==> src/rtl/leaderboard_pkg.sv <==
// Shared constants and helpers for the stopwatch leaderboard.
package leaderboard_pkg;

  localparam logic [1:0] MODE_FAST = 2'b01;
  localparam logic [1:0] MODE_SLOW = 2'b10;

  localparam logic [2:0] DISP_LIVE  = 3'b000;
  localparam logic [2:0] DISP_RANK1 = 3'b100;
  localparam logic [2:0] DISP_RANK2 = 3'b101;
  localparam logic [2:0] DISP_RANK3 = 3'b110;

  localparam int unsigned NUM_RANKS = 3;
  localparam int unsigned RANK_W    = 2;

  // Rank 1..3 to one-hot (bit0 = rank 1); rank 0 means not placed.
  function automatic logic [NUM_RANKS-1:0] rank_onehot(input logic [RANK_W-1:0] rank);
    logic [NUM_RANKS-1:0] oh;
    oh = '0;
    case (rank)
      2'd1:    oh = 3'b001;
      2'd2:    oh = 3'b010;
      2'd3:    oh = 3'b011 + 3'b001;
      default: oh = '0;
    endcase
    return oh;
  endfunction

endpackage

==> src/rtl/leaderboard_rank_table.sv <==
// Three-entry sorted best-times table; ASCENDING=1 keeps smallest first, 0 keeps largest first.
module leaderboard_rank_table
  import leaderboard_pkg::*;
#(
  parameter int unsigned W         = 6,
  parameter bit          ASCENDING = 1'b1
) (
  input  logic                 clk,
  input  logic                 rst,
  input  logic                 insert,
  input  logic [W-1:0]         value,
  output logic [RANK_W-1:0]    rank_c,
  output logic [W-1:0]         entry_1,
  output logic [W-1:0]         entry_2,
  output logic [W-1:0]         entry_3,
  output logic [NUM_RANKS-1:0] valid
);

  logic [NUM_RANKS-1:0][W-1:0] entry_q;
  logic [NUM_RANKS-1:0][W-1:0] entry_d;
  logic [NUM_RANKS-1:0]        valid_q;
  logic [NUM_RANKS-1:0]        valid_d;
  logic [NUM_RANKS-1:0]        beats_c;
  logic [RANK_W-1:0]           kept_c;

  // Entries are sorted, so the ones the new value fails to beat form a prefix of length kept_c.
  always_comb begin
    beats_c = '0;
    kept_c  = '0;
    for (int i = 0; i < int'(NUM_RANKS); i++) begin
      if (ASCENDING) beats_c[i] = !valid_q[i] || (value < entry_q[i]);
      else           beats_c[i] = !valid_q[i] || (value > entry_q[i]);
      if (!beats_c[i]) kept_c = kept_c + 2'd1;
    end
    rank_c = (kept_c == 2'd3) ? 2'd0 : kept_c + 2'd1;
  end

  always_comb begin
    entry_d = entry_q;
    valid_d = valid_q;
    case (kept_c)
      2'd0: begin
        entry_d = {entry_q[1], entry_q[0], value};
        valid_d = {valid_q[1], valid_q[0], 1'b1};
      end
      2'd1: begin
        entry_d = {entry_q[1], value, entry_q[0]};
        valid_d = {valid_q[1], 1'b1, valid_q[0]};
      end
      2'd2: begin
        entry_d = {value, entry_q[1], entry_q[0]};
        valid_d = {1'b1, valid_q[1], valid_q[0]};
      end
      default: begin
        entry_d = entry_q;
        valid_d = valid_q;
      end
    endcase
  end

  always_ff @(posedge clk or posedge rst) begin
    if (rst) begin
      entry_q <= '0;
      valid_q <= '0;
    end else if (insert && (rank_c != 2'd0)) begin
      entry_q <= entry_d;
      valid_q <= valid_d;
    end
  end

  assign entry_1 = entry_q[0];
  assign entry_2 = entry_q[1];
  assign entry_3 = entry_q[2];
  assign valid   = valid_q;

endmodule

==> src/rtl/leaderboard.sv <==
// Fast/slow top-3 leaderboards with rank sound strobes, rank LEDs and display select.
// Optional: define LEADERBOARD_SOUND_STRETCH_EN to hold each sound output for SOUND_CYCLES cycles.
module leaderboard
  import leaderboard_pkg::*;
#(
  parameter int unsigned TIME_W       = 6,
  parameter int unsigned SOUND_CYCLES = 4
) (
  input  logic              clk,
  input  logic              rst,
  input  logic [TIME_W-1:0] time_in,
  input  logic [1:0]        stopwatch_mode,
  input  logic [2:0]        display_mode,
  output logic              signal_sound_1,
  output logic              signal_sound_2,
  output logic              signal_sound_3,
  output logic [2:0]        leaderboard_LED,
  output logic [1:0]        slow_or_fast,
  output logic [TIME_W-1:0] time_out
);

  logic [TIME_W-1:0]    prev_time;
  logic [NUM_RANKS-1:0] sound_q;
  logic                 active_c;
  logic                 submit_c;
  logic                 is_fast_c;
  logic [RANK_W-1:0]    fast_rank_c;
  logic [RANK_W-1:0]    slow_rank_c;
  logic [NUM_RANKS-1:0] onehot_c;
  logic [TIME_W-1:0]    fast_e1, fast_e2, fast_e3;
  logic [TIME_W-1:0]    slow_e1, slow_e2, slow_e3;
  logic [NUM_RANKS-1:0] fast_valid, slow_valid;
  logic [TIME_W-1:0]    disp_c;

  assign is_fast_c = (stopwatch_mode == MODE_FAST);
  assign active_c  = is_fast_c || (stopwatch_mode == MODE_SLOW);
  assign submit_c  = active_c && (time_in != prev_time) && (time_in != '0);
  assign onehot_c  = rank_onehot(is_fast_c ? fast_rank_c : slow_rank_c);

  leaderboard_rank_table #(.W(TIME_W), .ASCENDING(1'b1)) u_fast (
    .clk     (clk),
    .rst     (rst),
    .insert  (submit_c && is_fast_c),
    .value   (time_in),
    .rank_c  (fast_rank_c),
    .entry_1 (fast_e1),
    .entry_2 (fast_e2),
    .entry_3 (fast_e3),
    .valid   (fast_valid)
  );

  leaderboard_rank_table #(.W(TIME_W), .ASCENDING(1'b0)) u_slow (
    .clk     (clk),
    .rst     (rst),
    .insert  (submit_c && !is_fast_c),
    .value   (time_in),
    .rank_c  (slow_rank_c),
    .entry_1 (slow_e1),
    .entry_2 (slow_e2),
    .entry_3 (slow_e3),
    .valid   (slow_valid)
  );

  // Display source: live time or a stored rank of the board currently shown.
  always_comb begin
    disp_c = '0;
    case (display_mode)
      DISP_RANK1: disp_c = (slow_or_fast == MODE_SLOW) ? (slow_valid[0] ? slow_e1 : '0)
                                                       : (fast_valid[0] ? fast_e1 : '0);
      DISP_RANK2: disp_c = (slow_or_fast == MODE_SLOW) ? (slow_valid[1] ? slow_e2 : '0)
                                                       : (fast_valid[1] ? fast_e2 : '0);
      DISP_RANK3: disp_c = (slow_or_fast == MODE_SLOW) ? (slow_valid[2] ? slow_e3 : '0)
                                                       : (fast_valid[2] ? fast_e3 : '0);
      default:    disp_c = display_mode[2] ? '0 : time_in;
    endcase
  end

  always_ff @(posedge clk or posedge rst) begin
    if (rst) begin
      prev_time       <= '0;
      leaderboard_LED <= '0;
      slow_or_fast    <= MODE_FAST;
      time_out        <= '0;
    end else begin
      prev_time <= time_in;
      time_out  <= disp_c;
      if (submit_c) leaderboard_LED <= onehot_c;
      if (active_c) slow_or_fast    <= stopwatch_mode;
    end
  end

`ifdef LEADERBOARD_SOUND_STRETCH_EN
  localparam int unsigned CNT_W = $clog2(SOUND_CYCLES + 1);
  logic [CNT_W-1:0] stretch_cnt;

  // A new submission restarts the stretch and moves the pulse to the new rank.
  always_ff @(posedge clk or posedge rst) begin
    if (rst) begin
      sound_q     <= '0;
      stretch_cnt <= '0;
    end else if (submit_c) begin
      sound_q     <= onehot_c;
      stretch_cnt <= (onehot_c != '0) ? CNT_W'(SOUND_CYCLES - 1) : '0;
    end else if (stretch_cnt != '0) begin
      stretch_cnt <= stretch_cnt - CNT_W'(1);
    end else begin
      sound_q <= '0;
    end
  end
`else
  always_ff @(posedge clk or posedge rst) begin
    if (rst) sound_q <= '0;
    else     sound_q <= submit_c ? onehot_c : '0;
  end
`endif

  assign signal_sound_1 = sound_q[0];
  assign signal_sound_2 = sound_q[1];
  assign signal_sound_3 = sound_q[2];

endmodule

==> config.mk <==
export PLATFORM = sky130hd
export DESIGN_NAME = leaderboard
export DESIGN_NICKNAME = d
export VERILOG_FILES = /design/src/rtl/leaderboard_pkg.sv /design/src/rtl/leaderboard_rank_table.sv /design/src/rtl/leaderboard.sv
export SDC_FILE = /design/constraint.sdc
export NUM_CORES = 1
export LEC_CHECK = 0
export CORE_AREA = 2 2 63 124
export CTS_BUF_LIST = sky130_fd_sc_hd__clkbuf_4 sky130_fd_sc_hd__clkbuf_8 sky130_fd_sc_hd__clkbuf_16
export CTS_CLUSTER_SIZE = 14
export DETAILED_ROUTE_END_ITERATION = 10
export DIE_AREA = 0 0 65 126
export PLACE_DENSITY = 0.83
export REMOVE_ABC_BUFFERS = 1
export SYNTH_ARGS = -nofsm -noshare
export SYNTH_HDL_FRONTEND = slang
export SYNTH_SLANG_ARGS = --single-unit
==> constraint.sdc <==
create_clock -name clk -period 5.2 [get_ports clk]
set_input_delay 0.78 -clock clk [delete_from_list [all_inputs] [get_ports clk]]
set_output_delay 0.78 -clock clk [all_outputs]
set_load 0.005 [all_outputs]
Yosys cells after proc, flatten, opt, wreduce, memory -nomap -nowiden

Index checks and enable logic that the tools add are counted.
W data, S select, Z words.

Add/sub/neg operators: 6
Magnitude comparators: 6
Equality and inequality tests: 16
Muxes and demuxes: 26
Bitwise gates (word level): 4
Reduce and logical (&&, ||, !) cells: 35

Operator list:

| kind                  | number |
|---|---|
| $pmux W18 S3          | 2 |
| $mux W6               | 10 |
| $pmux W3 S3           | 3 |
| $gt A6 B6 Y1          | 3 |
| $lt A6 B6 Y1          | 3 |
| $pmux W6 S3           | 1 |
| $eq A2 B2 Y1 const B  | 8 |
| $mux W2               | 7 |
| $eq A3 B3 Y1 const B  | 3 |
| $add A2 B1 Y2 const B | 4 |
| $eq A2 B1 Y1 const B  | 4 |
| $reduce_and A4 Y1     | 2 |
| $reduce_bool A2 Y1    | 4 |
| $logic_not A1 Y1      | 7 |
| $logic_or A1 B1 Y1    | 7 |
| $logic_and A1 B1 Y1   | 6 |
| $ne A6 B6 Y1          | 1 |
| $reduce_and A3 Y1     | 2 |
| $reduce_bool A3 Y1    | 2 |
| $reduce_bool A6 Y1    | 1 |
| $add A1 B1 Y2 const B | 2 |
| $logic_not A2 Y1      | 2 |
| $not A1 Y1            | 4 |
| $reduce_and A2 Y1     | 2 |
| 2 further kinds       | 3 |

Register bits: 62
Logic and storage cells: 110

Logic depth before layout (Yosys ltp)

Gate-level depths: netlist of the first run.

Depth after elaboration: 13
Depth in mapped cells: 18
Gate-level depth less buffers: 16

Hierarchy

From an unflattened synthesis of the first run, not the netlist that was laid out.

Cells, all modules: 472
Area, all modules: 4236.6 µm²

By module, submodules not included:

| module                          | times used | cells each | area each (µm²) |
|---|---|---|---|
| leaderboard_rank_table (u_slow) | 1          | 179        | 1562.7 |
| leaderboard_rank_table (u_fast) | 1          | 149        | 1476.4 |
| leaderboard                     | 1          | 144        | 1197.4 |

Least setup slack after synthesis of the first run

No wires, ideal clock.

Path kind: input-to-reg
Start: in time_in[0]
End: reg u_slow.valid_q[0], in the netlist u_slow.valid[0]
Library setup time: 0.128 ns
Arrival: 4.173 ns
Path slack: 0.899 ns
Cell stages on the path: 17
Buffers on the path: 2
Cells stage by stage: clkbuf_1 inv_1 ha_1 nor2b_1 o21ai_0 a21oi_1 a211oi_1 o21ai_0 fa_1 inv_1 ha_1 or3_1 a21oi_1 o21ai_1 or3b_1 buf_2 mux2_1

Longest elaborated chain between the ends: 12
Elaborated cells between the ends (all ways): 27

Ends and longest elaborated chain:

| element                                       | line                         | text |
|---|---|---|
| start: declaration                            | leaderboard.sv:11            | `input logic [TIME_W-1:0] time_in,` |
| $gt A6 B6 Y1                                  | leaderboard_rank_table.sv:32 | `else beats_c[i] = !valid_q[i] \|\| (value > entry_q[i]);` |
| $logic_or A1 B1 Y1                            | leaderboard_rank_table.sv:32 |  |
| $mux W1                                       | leaderboard_rank_table.sv:33 | `if (!beats_c[i]) kept_c = kept_c + 2'd1;` |
| $add A1 B1 Y2                                 | leaderboard_rank_table.sv:33 |  |
| $mux W2                                       | leaderboard_rank_table.sv:33 |  |
| $add A2 B1 Y2                                 | leaderboard_rank_table.sv:33 |  |
| $mux W2                                       | leaderboard_rank_table.sv:33 |  |
| $add A2 B1 Y2 or $eq A2 B2 Y1 (tied branches) | leaderboard_rank_table.sv:35 | `rank_c = (kept_c == 2'd3) ? 2'd0 : kept_c + 2'd1;` |
| $mux W2                                       | leaderboard_rank_table.sv:35 |  |
| $reduce_bool A2 Y1                            | leaderboard_rank_table.sv:65 | `end else if (insert && (rank_c != 2'd0)) begin` |
| $logic_and A1 B1 Y1                           | leaderboard_rank_table.sv:65 |  |
| $reduce_and A4 Y1 (no line) (*)               | -                            |  |
| end signal: assignment                        | leaderboard_rank_table.sv:67 | `valid_q <= valid_d;` |
| end: declaration                              | leaderboard_rank_table.sv:21 | `logic [NUM_RANKS-1:0] valid_q;` |

Mark *: on every way between the ends. The rest lies on a longest branch, timed or not.
A chain may end at the register's enable or synchronous reset.

Worst setup path in the final report of the first run

Start: in time_in[5]
End: reg u_slow.entry_q, in the netlist u_slow.entry_1[0]

Longest elaborated chain between the ends: 12
Elaborated cells between the ends (all ways): 27

Ends and longest elaborated chain:

| element                                       | line                         | text |
|---|---|---|
| $gt A6 B6 Y1                                  | leaderboard_rank_table.sv:32 |  |
| $logic_or A1 B1 Y1                            | leaderboard_rank_table.sv:32 |  |
| $mux W1                                       | leaderboard_rank_table.sv:33 |  |
| $add A1 B1 Y2                                 | leaderboard_rank_table.sv:33 |  |
| $mux W2                                       | leaderboard_rank_table.sv:33 |  |
| $add A2 B1 Y2                                 | leaderboard_rank_table.sv:33 |  |
| $mux W2                                       | leaderboard_rank_table.sv:33 |  |
| $add A2 B1 Y2 or $eq A2 B2 Y1 (tied branches) | leaderboard_rank_table.sv:35 |  |
| $mux W2                                       | leaderboard_rank_table.sv:35 |  |
| $reduce_bool A2 Y1                            | leaderboard_rank_table.sv:65 |  |
| $logic_and A1 B1 Y1                           | leaderboard_rank_table.sv:65 |  |
| $reduce_and A4 Y1 (no line) (*)               | -                            |  |
| end signal: assignment                        | leaderboard_rank_table.sv:66 | `entry_q <= entry_d;` |
| end: declaration                              | leaderboard_rank_table.sv:19 | `logic [NUM_RANKS-1:0][W-1:0] entry_q;` |

Marks and branches as above.

==> results.ini, run 1 <==
[final_layout]
area_delta_synth_final_pct=16.1
nets=543
drive_gt1_share_pct=9.48
fillers=595
antenna_cells=0

[setup_path]
reg2reg_slack_ps=1190
crit_start=time_in[5]
critical_path_class=primary input to register
worst_setup_path_start_kind=primary input
r2r_cells=16
critPathMaxFanout=12
required_ps=5410
worst_ep_arrival_time_ps=4990
crit_path_end_kind=register
timing.rr.start=u_slow.entry_2[1]$_DFFE_PP0P_
r2r-end=u_slow.entry_1[0]$_DFFE_PP0P_

[clock_tree]
postCtsSetupBuffers=0
cts_buffers=9
clockBufferDepth=2
cts_hold_buf=0
cts_tree=done
clock_sinks=62
cts_root_buf=clkbuf_16
clkTransAtPathRegs_ps=50
htree_levels=3
clk_latency_ps=340
cts_resized=0

[min_path]
hold_class=register to register
min_from=leaderboard_LED[0]$_DFFE_PP0N_
whs_path_depth=1
worstHoldEndpoint=leaderboard_LED[0]$_DFFE_PP0N_

[grt]
grt_pass1_wl_um=18900
grt_max_degree=63
antenna_found_initial=0
grt_pass1_vias=3744
grtUsageTotal_pct=31.0
overflow=0

[routing]
drt_wl_total_um=11600
highest-signal-layer=met4
drc=0
viasPerCell=6.27
wl_met3_um=668
dr.pass1.iters=5
wl_per_cell_um=20.1
ant_nets=0
drt_first_iter_violations=310
wl_met1_um=3930
met2_length_um=6150
vias=3615

[sta]
clock_skew_ps=7.56
worstMarginPinSlew_ps=806
setup-tns-final_ps=0
max_freq_mhz=210
rsz0062_at_grt=no
hold_viol=0
slew_headroom_pct=46.3
fin_crit_ps=4770
fin_crit_sh_pct=91.8
final_max_slew_viol_count=0
setup_viol=0

[place]
dp_hpwl_um=8840
routabilityCongestion=0.972
portBuffers=26

[pwr]
clkPwrFrac_pct=17.1
power_density_mw_per_mm2=675
total_power_mw=3.28
ir_worst_vdd_uv=521
p_sw_share_pct=45.5
internal_power_mw=1.79
p_seq_share_pct=27.3
p_comb_share_pct=55.6
switchingPower_mw=1.49
leakagePower_nw=2.37

[yosys]
yosys-top-cells-area=dfrtp_1, ha_1, mux2i_1
synth_seq_cells=62
yosys_most_used_dff=dfrtp_1
synth.avg_cell_area_um2=9.22
synth_common_cells=dfrtp_1, inv_1, ha_1
yosysTopAreaCell=dfrtp_1
async_flop_share_pct=100
synth_most_common_cell=dfrtp_1
synth.distinct_cells=47
netlist_area_mm2=0.00419
synth.top_cell.area_share_pct=36.5
syn_inst=454
yosysSeqAreaShare_pct=37.1
synth_edf_count=0
synth_warnings=0

[floorplan]
die_h_um=126
core.rowCount=44
core_area_mm2=0.00721
initial_core_util_pct=58.0
die_area_mm2=0.00819
die_x_um=65
io_pins=27

[run]
cap_violations=0

[outcome]
outcome=completed

-- layout by cell type (no fill, tap or decap), drive strengths merged, types with 2 or more instances in the layout --
cell type | netlist | final
mux2 | 10 | 10
nand4 | 3 | 3
a21o | 7 | 7
nor2 | 8 | 8
a22oi | 7 | 7
dfrtp | 61 | 61
inv | 49 | 49
a31oi | 4 | 4
a211oi | 2 | 2
nor2b | 11 | 11
nor3 | 4 | 4
clkdlybuf4s50 | 0 | 26
fa | 2 | 2
a221oi | 10 | 10
clkbuf | 16 | 13
o31ai | 2 | 2
nand2b | 4 | 4
a22o | 2 | 2
nand3 | 35 | 35
o21ai | 19 | 19
and2 | 3 | 3
mux2i | 27 | 27
a21oi | 43 | 43
buf | 13 | 20
or2 | 2 | 2
xnor2 | 6 | 6
nand3b | 2 | 2
o21a | 3 | 3
or3b | 3 | 3
nand2 | 31 | 31
and3 | 5 | 5
or4 | 5 | 5
ha | 46 | 46
or3 | 3 | 3
-- cells by family after synthesis --
logic type / count (synthesis) / share of synthesized area (%)
XOR/XNOR: 6 / 1.26
buffers and inverters: 78 / 7.47
flip-flops: 62 / 37.1
AND/OR/NAND/NOR: 121 / 15.1
multiplexers: 37 / 9.24
adder cells (fa/ha/maj): 48 / 14.7
AO/OA/AOI/OAI: 102 / 15.2
-- critical path: stages --
cell and delay (ps):
clkdlybuf4s50_1 880, ha_1 370, nand3_1 120, a21oi_1 70, a211oi_1 270, o21ai_0 240
fa_1 660, inv_1 100, ha_1 190, or3_1 320, a21oi_1 120, o21ai_1 100
or3b_1 440, buf_4 200, mux2i_1 130
-- per-layer routing --
metal	up-vias	GRT usage (%)
li1	1651	-
met2	165	52.1
met1	1736	33.3
met4	0	23.9
met5	-	0
met3	63	5.54
-- per-stage QoR --
step | instance area, um^2 | hold slack (ps) | instances | util (%) | worst slack [ps]
6_report | 4860 | 504 | 577 | 67.4 | 427
5_1_grt | 4860 | 525 | 577 | 67.4 | 130
4_1_cts | 4860 | 513 | 577 | 67.4 | 481
3_5_place_dp | 4580 | 503 | 563 | 63.5 | 147
3_3_place_gp | 4580 | 476 | 563 | 63.5 | 290
2_1_floorplan | 4060 | 472 | 425 | - | 782
-- worst max path at each step --
stage | end | slack (ps)
after floorplan | u_slow.valid[0]$_DFFE_PP0P_ | 780
after global placement | u_slow.entry_1[2]$_DFFE_PP0P_ | 290
after detailed placement | u_slow.entry_1[0]$_DFFE_PP0P_ | 150
after CTS | u_slow.entry_1[0]$_DFFE_PP0P_ | 480
after global routing | u_slow.entry_1[0]$_DFFE_PP0P_ | 130
final | u_slow.entry_1[0]$_DFFE_PP0P_ | 430
-- power groups by stage --
stage,clock (mW),combinational (mW),sequential [mW]
floorplan,0,1.24,0.804
global placement,0,1.70,0.882
detailed placement,0,1.79,0.892
CTS,0.567,1.80,0.886
global route,0.589,2.02,0.906
finish,0.561,1.82,0.896
-- area by class of cell --
| class | instances | area [um^2] | share of cell area (%) |
|---|---|---|---|
| Clock buffer | 13 | 274 | 5.64 |
| Multi-Input combinational cell | 314 | 2320 | 47.7 |
| Clock inverter | 1 | 5.00 | 0.103 |
| Inverter | 49 | 184 | 3.78 |
| Tap cell | 92 | 115 | 2.37 |
| Timing Repair Buffer | 46 | 410 | 8.44 |
| Sequential cell | 62 | 1550 | 31.9 |
-- state kept, by name (all words and copies together) (netlist names) --
name and flops:
u_fast.entry_3 6, u_slow.entry_2 6, u_slow.entry_1 6, sound_q 3, time_out 6, prev_time 6, slow_or_fast 2, u_fast.entry_1 6
u_slow.entry_3 6, u_fast.entry_2 6, leaderboard_LED 3, u_fast.valid 3, u_slow.valid 3
No activity file was read; power rests on OpenSTA's default activity.
==> inputs of run 2 (changes only) <==
- REMOVE_ABC_BUFFERS: 1 -> not set
==> run 2 against run 1 <==
Compared with the run above:
- sequential share of layout area decreased by 0.22 points
- wire length increased by 3.6%
- clock-buffer cell count decreased by 1
- register-to-register slack got worse by 200 ps
- clock power increased by 9.1%
- core utilization increased by 0.47 points
- design area increased by 0.69%
==> results.ini, run 2 (synthesized netlist as in run 1, its figures left out) <==
[setup_path]
required_ps=5410  ; about the same
cpMostUsedCell=ha_1
worst_ep_arrival_time_ps=5000  ; about the same
crit_path_end_kind=register
slowest_stage=clkdlybuf4s50_1
crit_buf_inv=2  ; -1
critical_path_class=primary input to register
worst_path_largest_cell_delay_ps=770  ; -110 ps
critPathMaxFanout=8  ; -4
crit_chain=clkdlybuf4s50_1 > ha_1 > a21o_1 > a211oi_1 > o21ai_0 > fa_1 > inv_1 > ha_1 > or3_1 > a21oi_1 > o21ai_1 > or3b_1 > mux2_1
path_delay_family=adder cells
worst_setup_path_start_kind=primary input

[floorplan]
core_area_mm2=0.00721  ; unchanged
core.rowCount=44  ; unchanged
die_x_um=65  ; unchanged
die_h_um=126  ; unchanged
die_area_mm2=0.00819  ; unchanged
io_pins=27  ; unchanged
initial_core_util_pct=58.0  ; unchanged

[run]
cap_violations=0  ; unchanged

[sta]
whs_ps=504  ; +0.800 ps
fin_crit_ps=4790  ; +16.0 ps
rsz0062_at_grt=no
clock_skew_ps=3.84  ; -3.71 ps
setup_viol=0  ; unchanged
hold_viol=0  ; unchanged
max_freq_mhz=209  ; -0.33%
slew_headroom_pct=56.6  ; +10 points
final_max_slew_viol_count=0  ; unchanged
layout_setup_ws_ps=411  ; -16.0 ps
worstMarginPinSlew_ps=651  ; -154 ps
fin_crit_sh_pct=92.1  ; +0.31 points
setup-tns-final_ps=0  ; unchanged

[clock_tree]
cts_buffers=9  ; unchanged
cts_resized=0  ; unchanged
clock_sinks=62  ; unchanged
clockBufferDepth=2  ; unchanged
htree_levels=3  ; unchanged
cts_root_buf=clkbuf_16
clk_latency_ps=330  ; about the same
clkTransAtPathRegs_ps=50  ; about the same
cts_hold_buf=0  ; unchanged
cts_tree=done
postCtsSetupBuffers=0  ; unchanged

[routing]
viasPerCell=6.38  ; +1.8%
ant_nets=0  ; unchanged
drt_first_iter_violations=323  ; +4.2%
dr.pass1.iters=6  ; +1
wl_per_cell_um=20.8  ; +3.1%
drc=0  ; unchanged
vias=3701  ; +2.4%
drt_wl_total_um=12000  ; +3.6%

[grt]
grtUsageTotal_pct=31.0  ; +0.033 points
grt_max_degree=49  ; -22%
antenna_found_initial=0  ; unchanged
overflow=0  ; unchanged
grt_pass1_vias=3837  ; +2.5%
grt_pass1_wl_um=18900  ; about the same

[final_layout]
area_delta_synth_final_pct=17.0
regArea_mm2=0.00155  ; unchanged
nets=544  ; +0.18%
antenna_cells=0  ; unchanged
drive_gt1_share_pct=10.0  ; +0.56 points
layout_common_cells=dfrtp_1, inv_1, ha_1
fillers=567  ; -4.7%
final_common_cell=dfrtp_1
multiInputGateArea_mm2=0.00232  ; unchanged

[min_path]
hold_class=register to register

[yosys]
synth.net_count=515

[place]
preCtsSetupSlack_ps=205  ; +58.7 ps
portBuffers=26  ; unchanged
dp_hpwl_um=8800  ; -0.46%
routabilityCongestion=0.956  ; -1.6%

[outcome]
outcome=completed

[pwr]
ir_worst_vdd_uv=464  ; -11%
power_density_mw_per_mm2=685  ; +1.5%
total_power_mw=3.35  ; +2.2%
leakagePower_nw=2.39  ; +0.85%

-- run 2: layout make-up --
type                            count  share of cell area [%]
Timing Repair Buffer               47                    8.54
Clock buffer                       12                    5.32
Sequential cell                    62                    31.7
Tap cell                           92                    2.35
Clock inverter                      4                   0.920
Inverter                           49                    3.76
Multi-Input combinational cell    314                    47.4
-- run 2: worst reg2reg max path, cell delays in order, from the launching register on --
cell,delay [ps]
dfrtp_1,400
inv_1,100
ha_1,310
nor2b_1,140
o21ai_0,180
a21oi_1,100
a211oi_1,260
o21ai_0,210
fa_1,680
inv_1,120
ha_1,220
or3_1,340
a21oi_1,150
o21ai_1,110
or3b_1,430
mux2_1,330
-- run 2: power by group --
| group | switching [mW] | internal (mW) | leakage, nW |
|---|---|---|---|
| Sequential | 0.218 | 0.676 | 0.759 |
| Combinational | 1.09 | 0.758 | 1.48 |
| Clock | 0.212 | 0.399 | 0.156 |
| Total | 1.52 | 1.83 | 2.39 |
-- run 2: worst paths after layout --
check	startpoint	end	slack, ps	cells past startpoint
worst max-delay path	time_in[4]	u_slow.valid[0]$_DFFE_PP0P_	410	13
worst min-delay path	leaderboard_LED[0]$_DFFE_PP0N_	leaderboard_LED[0]$_DFFE_PP0N_	500	1
worst max register to register	u_slow.entry_1[1]$_DFFE_PP0P_	u_slow.valid[0]$_DFFE_PP0P_	990	15
worst min register to register	leaderboard_LED[0]$_DFFE_PP0N_	leaderboard_LED[0]$_DFFE_PP0N_	500	1
max in group asynchronous	rst	u_fast.entry_3[2]$_DFFE_PP0P_	3540	3
min in group asynchronous	rst	leaderboard_LED[1]$_DFFE_PP0N_	720	2
-- run 2: through the flow --
step / util, % / instances / cell area (um^2)
2_1_floorplan: - / 454 / 4190
3_3_place_gp: 63.6 / 564 / 4590
3_5_place_dp: 63.6 / 564 / 4590
4_1_cts: 67.9 / 580 / 4890
5_1_grt: 67.9 / 580 / 4890
6_report: 67.9 / 580 / 4890
-- run 2: routing by layer --
metal / wire length, um / vias to the layer above / GRT usage, %
met2: 6160 / 186 / 53.4
li1: - / 1654 / -
met3: 711 / 70 / 6.16
met4: 1050 / 0 / 25.9
met5: 0 / - / 0
met1: 4120 / 1791 / 30.7
==> inputs of run 3 (changes only) <==
==> constraint.sdc (replaced) <==
create_clock -name clk -period 5.2 [get_ports clk]
set_input_delay 1.04 -clock clk [delete_from_list [all_inputs] [get_ports clk]]
set_output_delay 1.04 -clock clk [all_outputs]
set_load 0.005 [all_outputs]
==> run 3 against run 2 <==
Compared with the run above:
- combinational power up 5%
- clock skew is 2.4 ps higher
- setup slack got worse by 95 ps
- via count decreased by 1.5%
- sequential cell count is the same
- clock power fell by 3%
- critical endpoint unchanged
- highest routed layer unchanged
==> results.ini, run 3 (synthesized netlist as in run 1, its figures left out) <==
[grt]
antenna_found_initial=0  ; unchanged
grtUsageTotal_pct=31.3  ; +0.30 points
grt_pass1_wl_um=18900  ; +0.40%
grt_max_degree=49  ; unchanged
overflow=0  ; unchanged
grt_pass1_vias=3758  ; -2.1%

[final_layout]
final_cells=586  ; +1.0%
antenna_cells=0  ; unchanged
drive_gt1_share_pct=11.1  ; +1.1 points
final_common_cell=dfrtp_1
layout_common_cells=dfrtp_1, inv_1, ha_1
area_delta_synth_final_pct=18.0
nets=550  ; +1.1%

[clock_tree]
cts_root_buf=clkbuf_16
cts_hold_buf=0  ; unchanged
clock_sinks=62  ; unchanged
cts_resized=0  ; unchanged
clkTransAtPathRegs_ps=50  ; about the same
cts_tree=done
clockBufferDepth=2  ; unchanged
htree_levels=3  ; unchanged
postCtsSetupBuffers=0  ; unchanged
clk_latency_ps=340  ; about the same
cts_buffers=9  ; unchanged

[setup_path]
critical_path_class=primary input to register
worst_path_largest_cell_delay_ps=610  ; -160 ps
worst_setup_path_start_kind=primary input
required_ps=5410  ; about the same
slowest_stage=clkdlybuf4s50_1
crit_chain=clkdlybuf4s50_1 > buf_4 > ha_1 > nand4_1 > o221a_2 > o21a_1 > inv_1 > fa_1 > inv_1 > ha_1 > or3_1 > a21oi_1 > o21ai_1 > or3b_1 > mux2_1
worst_ep_arrival_time_ps=5090  ; +90 ps
crit_path_end_kind=register
critPathMaxFanout=7  ; -1

[sta]
slew_headroom_pct=57.5  ; +0.88 points
final_max_slew_viol_count=0  ; unchanged
hold_viol=0  ; unchanged
setup-tns-final_ps=0  ; unchanged
setup_viol=0  ; unchanged
fin_crit_sh_pct=93.9  ; +1.8 points
clock_skew_ps=6.20  ; +2.36 ps
fin_crit_ps=4880  ; +94.9 ps
rsz0062_at_grt=no
max_freq_mhz=205  ; -1.9%
worstMarginPinSlew_ps=638  ; -13.1 ps

[pwr]
leakagePower_nw=2.42  ; +1.1%
total_power_mw=3.41  ; +1.7%
ir_worst_vdd_uv=452  ; -2.6%
power_density_mw_per_mm2=691  ; +0.85%

[floorplan]
initial_core_util_pct=58.0  ; unchanged
die_area_mm2=0.00819  ; unchanged
core_area_mm2=0.00721  ; unchanged
die_h_um=126  ; unchanged
core.rowCount=44  ; unchanged
die_x_um=65  ; unchanged
io_pins=27  ; unchanged

[routing]
drt_first_iter_violations=312  ; -3.4%
dr.pass1.iters=5  ; -1
ant_nets=0  ; unchanged
viasPerCell=6.22  ; -2.5%
wl_per_cell_um=19.9  ; -4.1%
drt_wl_total_um=11700  ; -3.1%
drc=0  ; unchanged
vias=3647  ; -1.5%

[place]
portBuffers=26  ; unchanged
placed_cells=570  ; +1.1%
dp_hpwl_um=8780  ; -0.23%
routabilityCongestion=1.05  ; +10%

[run]
cap_violations=0  ; unchanged

[yosys]
synth.net_count=515  ; unchanged

[outcome]
outcome=completed

[min_path]
hold_class=register to register

==> run 3: changes by cell type in the layout (fill, tap and decap cells not counted) <==
cell / before / now
buf_4: 21 / 26
clkbuf_8: 2 / 0
buf_12: 0 / 1
clkbuf_4: 1 / 2
clkinv_2: 3 / 4
==> run 3: report_power, final <==
part / internal [mW] / leakage [nW] / switching, mW
Clock: 0.378 / 0.150 / 0.215
Sequential: 0.676 / 0.759 / 0.203
Combinational: 0.836 / 1.51 / 1.10
Total: 1.89 / 2.42 / 1.52
==> run 3: layout make-up <==
class	instances	area, um^2
clock inverters	5	50.0
well taps	92	115
multi-input cells	314	2320
clock buffers	11	240
repair buffers	53	475
fillers	571	2270
inverters	49	184
flip-flops and latches	62	1550
==> run 3: per-layer routing <==
layer / up-vias / wire length [um] / global-route usage [%]
li1: 1660 / - / -
met1: 1728 / 3960 / 32.9
met2: 184 / 6140 / 53.2
met3: 75 / 620 / 6.96
met4: 0 / 945 / 22.7
met5: - / 0 / 0
==> run 3: worst max-delay path: cells and delay by family <==
kind | cells | cell delay [ps]
buffers and inverters | 4 | 1070
adder cells (fa/ha/maj) | 3 | 1030
AND/OR/NAND/NOR | 3 | 870
AO/OA/AOI/OAI | 4 | 750
multiplexers | 1 | 340
==> run 3: worst paths after layout <==
path	depth (start not counted)	startpoint	endpoint	slack (ps)
hold reg to reg	1	leaderboard_LED[0]$_DFFE_PP0N_	leaderboard_LED[0]$_DFFE_PP0N_	490
hold / removal	1	leaderboard_LED[0]$_DFFE_PP0N_	leaderboard_LED[0]$_DFFE_PP0N_	490
setup / recovery	15	time_in[4]	u_slow.valid[0]$_DFFE_PP0P_	320
min in group asynchronous	2	rst	slow_or_fast[1]$_DFFE_PP0P_	980
max in group asynchronous	3	rst	u_slow.entry_1[5]$_DFFE_PP0P_	3270
setup reg to reg	15	u_slow.entry_1[1]$_DFFE_PP0P_	u_slow.valid[0]$_DFFE_PP0P_	1180
==> run 3: through the flow <==
step	instance area (um^2)	util [%]	hold WS [ps]	setup slack, ps
finish	4940	68.5	491	316
global placement	4650	64.4	476	194
detailed placement	4650	64.4	485	6.54
global route	4940	68.5	524	90.1
CTS	4940	68.5	500	364
floorplan	4190	-	472	639
